<file path="src/rtl/multicycle_control_pkg.sv">
// Shared encodings for the multicycle control FSM: opcodes, states, instruction
// classes and the ALU operand/operation select codes.
package multicycle_control_pkg;

    localparam logic [6:0] OPC_R      = 7'b0110011;
    localparam logic [6:0] OPC_LOAD   = 7'b0000011;
    localparam logic [6:0] OPC_STORE  = 7'b0100011;
    localparam logic [6:0] OPC_BRANCH = 7'b1100011;
    localparam logic [6:0] OPC_OP_IMM = 7'b0010011;

    typedef enum logic [2:0] {
        FETCH      = 3'd0,
        DECODE     = 3'd1,
        EXECUTE    = 3'd2,
        MEM_ACCESS = 3'd3,
        WRITEBACK  = 3'd4,
        HALT       = 3'd5
    } state_t;

    typedef enum logic [2:0] {
        CLS_NONE   = 3'd0,
        CLS_RTYPE  = 3'd1,
        CLS_LOAD   = 3'd2,
        CLS_STORE  = 3'd3,
        CLS_BRANCH = 3'd4,
        CLS_OP_IMM = 3'd5
    } instr_class_t;

    typedef enum logic [1:0] {
        ALU_ADD   = 2'b00,
        ALU_SUB   = 2'b01,
        ALU_FUNCT = 2'b10
    } alu_op_t;

    typedef enum logic [1:0] {
        SRCB_RS2  = 2'b00,
        SRCB_FOUR = 2'b01,
        SRCB_IMM  = 2'b10
    } alu_src_b_t;

endpackage

</file>
<file path="src/rtl/multicycle_control_opcode_class_decode.sv">
// Combinational opcode -> instruction class / legal flag.
// I-type ALU opcodes are accepted only when MC_CTRL_IMM_ALU_EN is defined.
module opcode_class_decode
    import multicycle_control_pkg::*;
(
    input  logic [6:0] opcode,
    output logic [2:0] instr_class,
    output logic       legal
);

    always_comb begin
        instr_class = CLS_NONE;
        legal       = 1'b0;
        case (opcode)
            OPC_R: begin
                instr_class = CLS_RTYPE;
                legal       = 1'b1;
            end
            OPC_LOAD: begin
                instr_class = CLS_LOAD;
                legal       = 1'b1;
            end
            OPC_STORE: begin
                instr_class = CLS_STORE;
                legal       = 1'b1;
            end
            OPC_BRANCH: begin
                instr_class = CLS_BRANCH;
                legal       = 1'b1;
            end
`ifdef MC_CTRL_IMM_ALU_EN
            OPC_OP_IMM: begin
                instr_class = CLS_OP_IMM;
                legal       = 1'b1;
            end
`endif
            default: ;
        endcase
    end

endmodule

</file>
<file path="src/rtl/multicycle_control.sv">
// Multicycle datapath control FSM (fetch/decode/execute/memory/writeback/halt).
// Optional I-type ALU support is enabled by defining MC_CTRL_IMM_ALU_EN.
module multicycle_control
    import multicycle_control_pkg::*;
(
    input  logic       clk,
    input  logic       rst_n,
    input  logic [6:0] opcode,
    input  logic       mem_ready,
    output logic       pc_write,
    output logic       pc_write_cond,
    output logic       pc_source,
    output logic       i_or_d,
    output logic       ir_write,
    output logic       mem_read,
    output logic       mem_write,
    output logic       mem_to_reg,
    output logic       reg_write,
    output logic       alu_src_a,
    output logic [1:0] alu_src_b,
    output logic [1:0] alu_op,
    output logic       instr_done,
    output logic       illegal
);

    state_t       state_reg;
    state_t       state_next;
    logic [6:0]   opcode_reg;
    logic         illegal_reg;
    logic [6:0]   dec_opcode;
    logic [2:0]   cls_bits;
    logic         legal;
    instr_class_t cls;

    // The live IR opcode is only trusted during DECODE; afterwards the latched copy rules.
    assign dec_opcode = (state_reg == DECODE) ? opcode : opcode_reg;
    assign cls        = instr_class_t'(cls_bits);

    opcode_class_decode u_decode (
        .opcode      (dec_opcode),
        .instr_class (cls_bits),
        .legal       (legal)
    );

    always_ff @(posedge clk or negedge rst_n) begin
        if (!rst_n) begin
            state_reg   <= FETCH;
            opcode_reg  <= 7'd0;
            illegal_reg <= 1'b0;
        end else begin
            state_reg <= state_next;
            if (state_reg == DECODE)
                opcode_reg <= opcode;
            if (state_next == HALT)
                illegal_reg <= 1'b1;
        end
    end

    always_comb begin
        state_next    = state_reg;
        pc_write      = 1'b0;
        pc_write_cond = 1'b0;
        pc_source     = 1'b0;
        i_or_d        = 1'b0;
        ir_write      = 1'b0;
        mem_read      = 1'b0;
        mem_write     = 1'b0;
        mem_to_reg    = 1'b0;
        reg_write     = 1'b0;
        alu_src_a     = 1'b0;
        alu_src_b     = SRCB_RS2;
        alu_op        = ALU_ADD;
        instr_done    = 1'b0;

        case (state_reg)
            FETCH: begin
                mem_read  = 1'b1;
                alu_src_b = SRCB_FOUR;
                if (mem_ready) begin
                    ir_write   = 1'b1;
                    pc_write   = 1'b1;
                    state_next = DECODE;
                end
            end
            DECODE: begin
                alu_src_b  = SRCB_IMM;
                state_next = legal ? EXECUTE : HALT;
            end
            EXECUTE: begin
                alu_src_a = 1'b1;
                case (cls)
                    CLS_RTYPE: begin
                        alu_op     = ALU_FUNCT;
                        state_next = WRITEBACK;
                    end
                    CLS_LOAD, CLS_STORE: begin
                        alu_src_b  = SRCB_IMM;
                        state_next = MEM_ACCESS;
                    end
                    CLS_BRANCH: begin
                        alu_op        = ALU_SUB;
                        pc_write_cond = 1'b1;
                        pc_source     = 1'b1;
                        instr_done    = 1'b1;
                        state_next    = FETCH;
                    end
`ifdef MC_CTRL_IMM_ALU_EN
                    CLS_OP_IMM: begin
                        alu_src_b  = SRCB_IMM;
                        alu_op     = ALU_FUNCT;
                        state_next = WRITEBACK;
                    end
`endif
                    default: state_next = HALT;
                endcase
            end
            MEM_ACCESS: begin
                i_or_d    = 1'b1;
                mem_read  = (cls == CLS_LOAD);
                mem_write = (cls != CLS_LOAD);
                if (mem_ready) begin
                    if (cls == CLS_LOAD) begin
                        state_next = WRITEBACK;
                    end else begin
                        instr_done = 1'b1;
                        state_next = FETCH;
                    end
                end
            end
            WRITEBACK: begin
                reg_write  = 1'b1;
                mem_to_reg = (cls == CLS_LOAD);
                instr_done = 1'b1;
                state_next = FETCH;
            end
            HALT: state_next = HALT;
            default: state_next = FETCH;
        endcase

        // Reset must silence strobes at once, even in the middle of a memory access.
        if (!rst_n) begin
            pc_write      = 1'b0;
            pc_write_cond = 1'b0;
            pc_source     = 1'b0;
            i_or_d        = 1'b0;
            ir_write      = 1'b0;
            mem_read      = 1'b0;
            mem_write     = 1'b0;
            mem_to_reg    = 1'b0;
            reg_write     = 1'b0;
            alu_src_a     = 1'b0;
            alu_src_b     = SRCB_RS2;
            alu_op        = ALU_ADD;
            instr_done    = 1'b0;
        end
    end

    assign illegal = illegal_reg;

endmodule

</file>
<file path="config.mk">
export PLATFORM = sky130hd
export DESIGN_NAME = multicycle_control
export DESIGN_NICKNAME = d
export VERILOG_FILES = /design/src/rtl/multicycle_control_pkg.sv /design/src/rtl/multicycle_control_opcode_class_decode.sv /design/src/rtl/multicycle_control.sv
export SDC_FILE = /design/constraint.sdc
export NUM_CORES = 1
export LEC_CHECK = 0
export CAP_MARGIN = 25
export CORE_MARGIN = 1.5
export CORE_UTILIZATION = 39
export CTS_CLUSTER_SIZE = 24
export DETAILED_ROUTE_END_ITERATION = 7
export GPL_ROUTABILITY_DRIVEN = 0
export PLACE_DENSITY_LB_ADDON = 0.15
export SYNTH_ARGS = -nofsm -noshare
export SYNTH_HDL_FRONTEND = slang
export SYNTH_HIERARCHICAL = 1
export SYNTH_SLANG_ARGS = --single-unit
</file>
<file path="constraint.sdc">
create_clock -name clk -period 3.3 [get_ports clk]
set_clock_uncertainty 0.15 [all_clocks]
set_input_delay 0.495 -clock clk [delete_from_list [all_inputs] [get_ports clk]]
set_output_delay 0.495 -clock clk [all_outputs]
set_load 0.01 [all_outputs]
</file>
==> results_dict.tcl, run 1 <==
set metrics [dict create \
    required_ns 2.65 \
    synthesis.nets 94 \
    largest_register_ffs 7 \
    syn2layout_area_growth_pct 58.7 \
    use_met2_pct 32.2 \
    status "finished clean" \
    die_area_um2 2160 \
    worstMarginPinSlew_ns 0.262 \
    syn_area_um2 737 \
    startpoint_type "register" \
    antenna_cells 0 \
    rows 15 \
    synth_top_area_share_pct 37.4 \
    antenna_found_initial 0 \
    cp-end-kind "output port" \
    clockPowerShare_pct 37.4 \
    path_clk_slew_ns 0.07 \
    path_class "reg -> out" \
    synth_top_cell_by_area "dfrtp_1" \
    cts_max_path_buffers 2 \
    cts_tree "done" \
    maxCapViolCount 0 \
    coreArea_um2 1750 \
    fin_util_pct 67.0 \
    crit_top_cell "buf_4" \
    grt-ovfl-total 0 \
    finalCritPeriodShare_pct 98.6 \
    worstSkewPairLatency_ns 0.26 \
    ys.flop_type "dfrtp_1" \
    slew_headroom_pct 82.3 \
    initial_utilization_pct 42.2 \
    hp-class "reg -> reg" \
    grt_pass1_wl_um 3040 \
    rsz0062_at_grt "yes" \
    grt_pass1_vias 706 \
    cts_inserted_buffers 3 \
    num_vias 721 \
    p_per_area_nw_per_um2 210 \
    drt_iter0_drc 17 \
    synthTopCellsByCount "dfrtp_1 (11), inv_1 (8), nor2_1 (8)" \
    cellInternalPower_mw 0.193 \
    cts_setup_buffers 0 \
    cts_sinks 11 \
    p_comb_share_pct 7.7 \
    avgSynthCellArea_um2 8.77 \
    final.min_clock_period_ns 3.25 \
    peakVddDrop_mv 0.182 \
    crit_family "simple AND/OR/NAND/NOR gates" \
    ys.warnings.count 6 \
    fin_hold_ws_ns 0.336 \
    grt_max_degree 15 \
    drc 0 \
    max_stage_delay_ns 0.39 \
    fin_nets 131 \
    grtUsageMet1_pct 24.9 \
    p_sw_share_pct 21.3 \
    yosysSeqAreaShare_pct 37.4 \
    leakage_nw 0.529 \
    hold_viol 0 \
    fmax_mhz 307 \
    synth.area.top_cells "dfrtp_1 (37%), mux2_2 (11%), inv_1 (4.1%), nor2_1 (4.1%), a21oi_1 (3.4%)" \
    drt_wl_total_um 1890 \
    crit_chain "nand2b_4, nor2_4, buf_4, mux2_2, inv_1, nor3_2, buf_4, or3b_4, and2_1, dlygate4sd2_1" \
    track_usage_pct 20.2 \
    finalSetupViolCount 0 \
    worst-path-buf-inv 4 \
    crit_path_max_fanout 4 \
    place.port_buffers 25 \
    clockRootBuffer "clkbuf_4" \
    drive_above_1_share_pct 34.2 \
    dr.pass1.iters 4 \
    slew_violations 0 \
    cp_slowest_cell "or3b_4" \
    synth-edff-count 0 \
    synth.most_common_cell "dfrtp_1" \
    wl_per_cell_um 13.0 \
    dp_hpwl_um 1390 \
    p_sw_mw 0.0521 \
    seqPwrFrac_pct 54.9 \
    grt.busiest_layer "met2" \
    synthArstFlopShare_pct 100 \
    via_per_inst 4.97 \
    ys_ff_latch 11 \
    die_width_um 46.5 \
    arrival_ns 2.61 \
    synth.distinct_cells 33 \
    io_pins 26 \
    use_met3_pct 4.71 \
    ctsHtreeMaxLevel 1 \
    syn_inst 84 \
    postRouteAntennaNets 0 \
    dieHeight_um 46.5 \
]
==> what timing repair did <==
| action | 4_1_cts | 5_1_grt |
|---|---|---|
| hold buffers | 0 | 0 |
| gates resized for setup | 23 | 12 |
| setup endpoints to repair | 9 | 7 |
| cloned | 0 | 0 |
| pin swaps | 1 | 3 |
==> path summary, 6_finish.rpt <==
check	from	to	slack, ns	depth (start not counted)
setup / recovery	state_reg[2]$_DFF_PN0_	mem_write	0.05	10
hold / removal	illegal$_DFFE_PN0N_	illegal$_DFFE_PN0N_	0.34	1
setup reg to reg	state_reg[2]$_DFF_PN0_	illegal$_DFFE_PN0N_	0.49	12
hold reg to reg	illegal$_DFFE_PN0N_	illegal$_DFFE_PN0N_	0.34	1
max in group asynchronous	rst_n	opcode_reg[5]$_DFF_PN0_	2.34	2
min in group asynchronous	rst_n	opcode_reg[1]$_DFF_PN0_	0.50	2
==> metal layers <==
layer	part of all wire, %	up-vias
met5	0	-
met4	1.4	0
met3	4.5	5
met2	49	22
met1	45	332
li1	-	362
==> power by group through the flow <==
stage / sequential [mW] / combinational [mW] / clock, mW
6_report: 0.135 / 0.0189 / 0.0916
3_5_place_dp: 0.137 / 0.0178 / 0
4_1_cts: 0.135 / 0.0182 / 0.0973
2_1_floorplan: 0.137 / 0.00178 / 0
5_1_grt: 0.135 / 0.0207 / 0.104
3_3_place_gp: 0.137 / 0.0174 / 0
==> layout by cell type (no fill, tap or decap), types with 2 or more instances in the layout <==
master / count
nand2_1: 5
dlygate4sd2_1: 5
nor2_4: 2
a21oi_1: 5
clkdlybuf4s50_1: 16
buf_4: 12
nor3_2: 4
and2_1: 2
nand2b_1: 2
buf_2: 2
nor2_1: 7
o21bai_1: 2
mux2_4: 6
inv_1: 8
clkbuf_4: 3
or2_2: 2
o21ai_0: 2
dfrtp_1: 11
==> final cells by class <==
class | count | area [um^2]
fill | 158 | 576
multi-input combinational | 60 | 487
timing repair buffer | 37 | 320
sequential | 11 | 275
tap | 25 | 31.3
inverter | 8 | 30.0
clock buffer | 4 | 26.3
==> per-stage QoR <==
stage | instance area [um^2] | std cells | power [mW] | worst slack, ns | TNS, ns
finish | 1170 | 145 | 0.245 | 0.0458 | 0
global route | 1170 | 145 | 0.259 | -0.0729 | -0.181
CTS | 1150 | 145 | 0.250 | -0.0406 | -0.0618
detailed placement | 1080 | 141 | 0.155 | -0.173 | -0.555
global placement | 1080 | 141 | 0.155 | -0.133 | -0.353
floorplan | 742 | 84 | 0.139 | 0.0142 | 0
==> kinds of logic after synthesis <==
logic type / share of synthesized area, %
adder cells (fa/ha/maj): 1.53
AND/OR/NAND/NOR: 26.0
multiplexers: 10.7
XOR/XNOR: 1.19
flip-flops: 37.4
buffers and inverters: 7.98
AO/OA/AOI/OAI: 15.3
Power figures use the tool's default switching activity.
==> inputs of run 2 (changes only) <==
--- a/config.mk
+++ b/config.mk
@@ -7,7 +7,7 @@
 export LEC_CHECK = 0
 export CAP_MARGIN = 25
 export CORE_MARGIN = 1.5
-export CORE_UTILIZATION = 39
+export CORE_UTILIZATION = 43
 export CTS_CLUSTER_SIZE = 24
 export DETAILED_ROUTE_END_ITERATION = 7
 export GPL_ROUTABILITY_DRIVEN = 0
==> constraint.sdc (replaced) <==
create_clock -name clk -period 3.5 [get_ports clk]
set_clock_uncertainty 0.15 [all_clocks]
set_input_delay 0.525 -clock clk [delete_from_list [all_inputs] [get_ports clk]]
set_output_delay 0.525 -clock clk [all_outputs]
set_load 0.01 [all_outputs]
==> results_dict.tcl, run 2 (same netlist as run 1, synthesis figures left out) <==
set metrics [dict create \
    hp-class "reg -> reg" \
    wl_per_cell_um 12.2 \
    grt_pass1_vias 664 \
    stdcell_area_um2 1110 \
    coreArea_um2 1560 \
    grt_pass1_wl_um 2930 \
    postRouteAntennaNets 0 \
    crit_top_cell "buf_4" \
    finalSetupViolCount 0 \
    num_vias 715 \
    rsz0062_at_grt "no" \
    dpl-instance-area_um2 1070 \
    cp_slowest_cell "or3b_4" \
    cts_inserted_buffers 3 \
    worstSkewPairLatency_ns 0.26 \
    largest_register_ffs 7 \
    antenna_found_initial 0 \
    rows 14 \
    cts_max_path_buffers 2 \
    fin_util_pct 71.5 \
    drive_above_1_share_pct 31.7 \
    layout_common_cells "clkdlybuf4s50_1 (16), buf_4 (12), dfrtp_1 (11)" \
    initial_utilization_pct 47.3 \
    path_clk_slew_ns 0.06 \
    die_area_um2 1970 \
    max_stage_delay_ns 0.41 \
    antenna_cells 0 \
    crit_chain "nand2b_4, nor2_4, buf_4, mux2_2, nand3_2, buf_4, nor3_2, buf_4, or3b_4, and2_1, dlygate4sd2_1" \
    fillerInstances 131 \
    io_pins 26 \
    syn2layout_area_growth_pct 51.3 \
    required_ns 2.82 \
    track_usage_pct 20.3 \
    worstMarginPinSlew_ns 0.285 \
    maxCapViolCount 0 \
    dp_hpwl_um 1280 \
    startpoint_type "register" \
    via_per_inst 5.26 \
    final.min_clock_period_ns 3.35 \
    path_class "reg -> out" \
    fmax_mhz 299 \
    slew_headroom_pct 80.7 \
    cp-end-kind "output port" \
    peakVddDrop_mv 0.229 \
    hold_viol 0 \
    grt-ovfl-total 0 \
    dp_worst_setup_slack_ns -0.0777 \
    slew_violations 0 \
    arrival_ns 2.67 \
    drt_iter0_drc 20 \
    drc 0 \
    timing.final.ws_setup_ns 0.153 \
    ctsHtreeMaxLevel 1 \
    drt_wl_total_um 1660 \
    p_per_area_nw_per_um2 203 \
    dr.pass1.iters 6 \
    grt_max_degree 15 \
    cts_tree "done" \
    finalCritPeriodShare_pct 95.6 \
    dieHeight_um 44.4 \
    crit_path_max_fanout 5 \
    fin_nets 131 \
    cts_sinks 11 \
    place.port_buffers 25 \
    leakage_nw 0.534 \
    die_width_um 44.4 \
    clockRootBuffer "clkbuf_4" \
    status "finished clean" \
    power.total_mw 0.226 \
    final_common_cell "clkdlybuf4s50_1" \
]
==> run 2: changes by cell type in the layout (fill, tap and decap cells not counted), sizes merged <==
| cell | delta |
|---|---|
| buf | -2 |
| clkbuf | +1 |
| clkdlybuf4s15 | -1 |
| dlygate4sd2 | +1 |
| dlymetal6s2s | +1 |
==> run 2: timing repair <==
action	4_1_cts	5_1_grt
setup buffers	0	0
gates resized for setup	12	9
hold buffers	0	0
setup endpoints to repair	9	5
pin swaps	0	1
==> run 2: critical path, delay by kind of cell (launching register included) <==
family | cells | cell delay (ns)
and+or+nand+nor | 6 | 1.00
buffers and inverters | 4 | 0.69
DFF | 1 | 0.38
muxes | 1 | 0.34
==> run 2: metal layers <==
metal  share of wire, %  up-vias  GRT usage (%)  routed length [um]
met2                 50       26           33.8                 828
met4               0.91        0           7.27                  15
met3                4.5        2           3.67                  74
li1                   -      363              -                   -
met1                 44      324           26.2                 736
met5                  0        -              0                   0
==> run 2: metrics by stage <==
stage               hold slack [ns]  instances  TNS (ns)
floorplan                    0.0794         84         0
global placement              0.309        132   -0.0157
detailed placement            0.323        132    -0.232
CTS                           0.338        136         0
global route                  0.355        136         0
finish                        0.330        136         0
==> run 2: path summary, 6_finish.rpt <==
path | from | end | slack (ns) | cells after the start
max | state_reg[2]$_DFF_PN0_ | mem_write | 0.15 | 11
min | illegal$_DFFE_PN0N_ | illegal$_DFFE_PN0N_ | 0.33 | 1
max reg2reg | state_reg[2]$_DFF_PN0_ | illegal$_DFFE_PN0N_ | 0.62 | 13
min reg2reg | illegal$_DFFE_PN0N_ | illegal$_DFFE_PN0N_ | 0.33 | 1
max in group asynchronous | rst_n | illegal$_DFFE_PN0N_ | 2.53 | 2
min in group asynchronous | rst_n | opcode_reg[2]$_DFF_PN0_ | 0.51 | 2
==> run 2: layout make-up <==
| type | count | area [um^2] | area share [%] |
|---|---|---|---|
| Clock buffer | 4 | 26.3 | 2.36 |
| Inverter | 8 | 30.0 | 2.69 |
| Multi-Input combinational cell | 60 | 438 | 39.3 |
| Sequential cell | 11 | 275 | 24.7 |
| Tap cell | 16 | 20.0 | 1.80 |
| Timing Repair Buffer | 37 | 325 | 29.2 |
==> run 2: where the power goes <==
part	switching, mW	internal [mW]
clock	0.0382	0.0440
combinational	0.00620	0.0104
sequential	0	0.127
total	0.0444	0.181
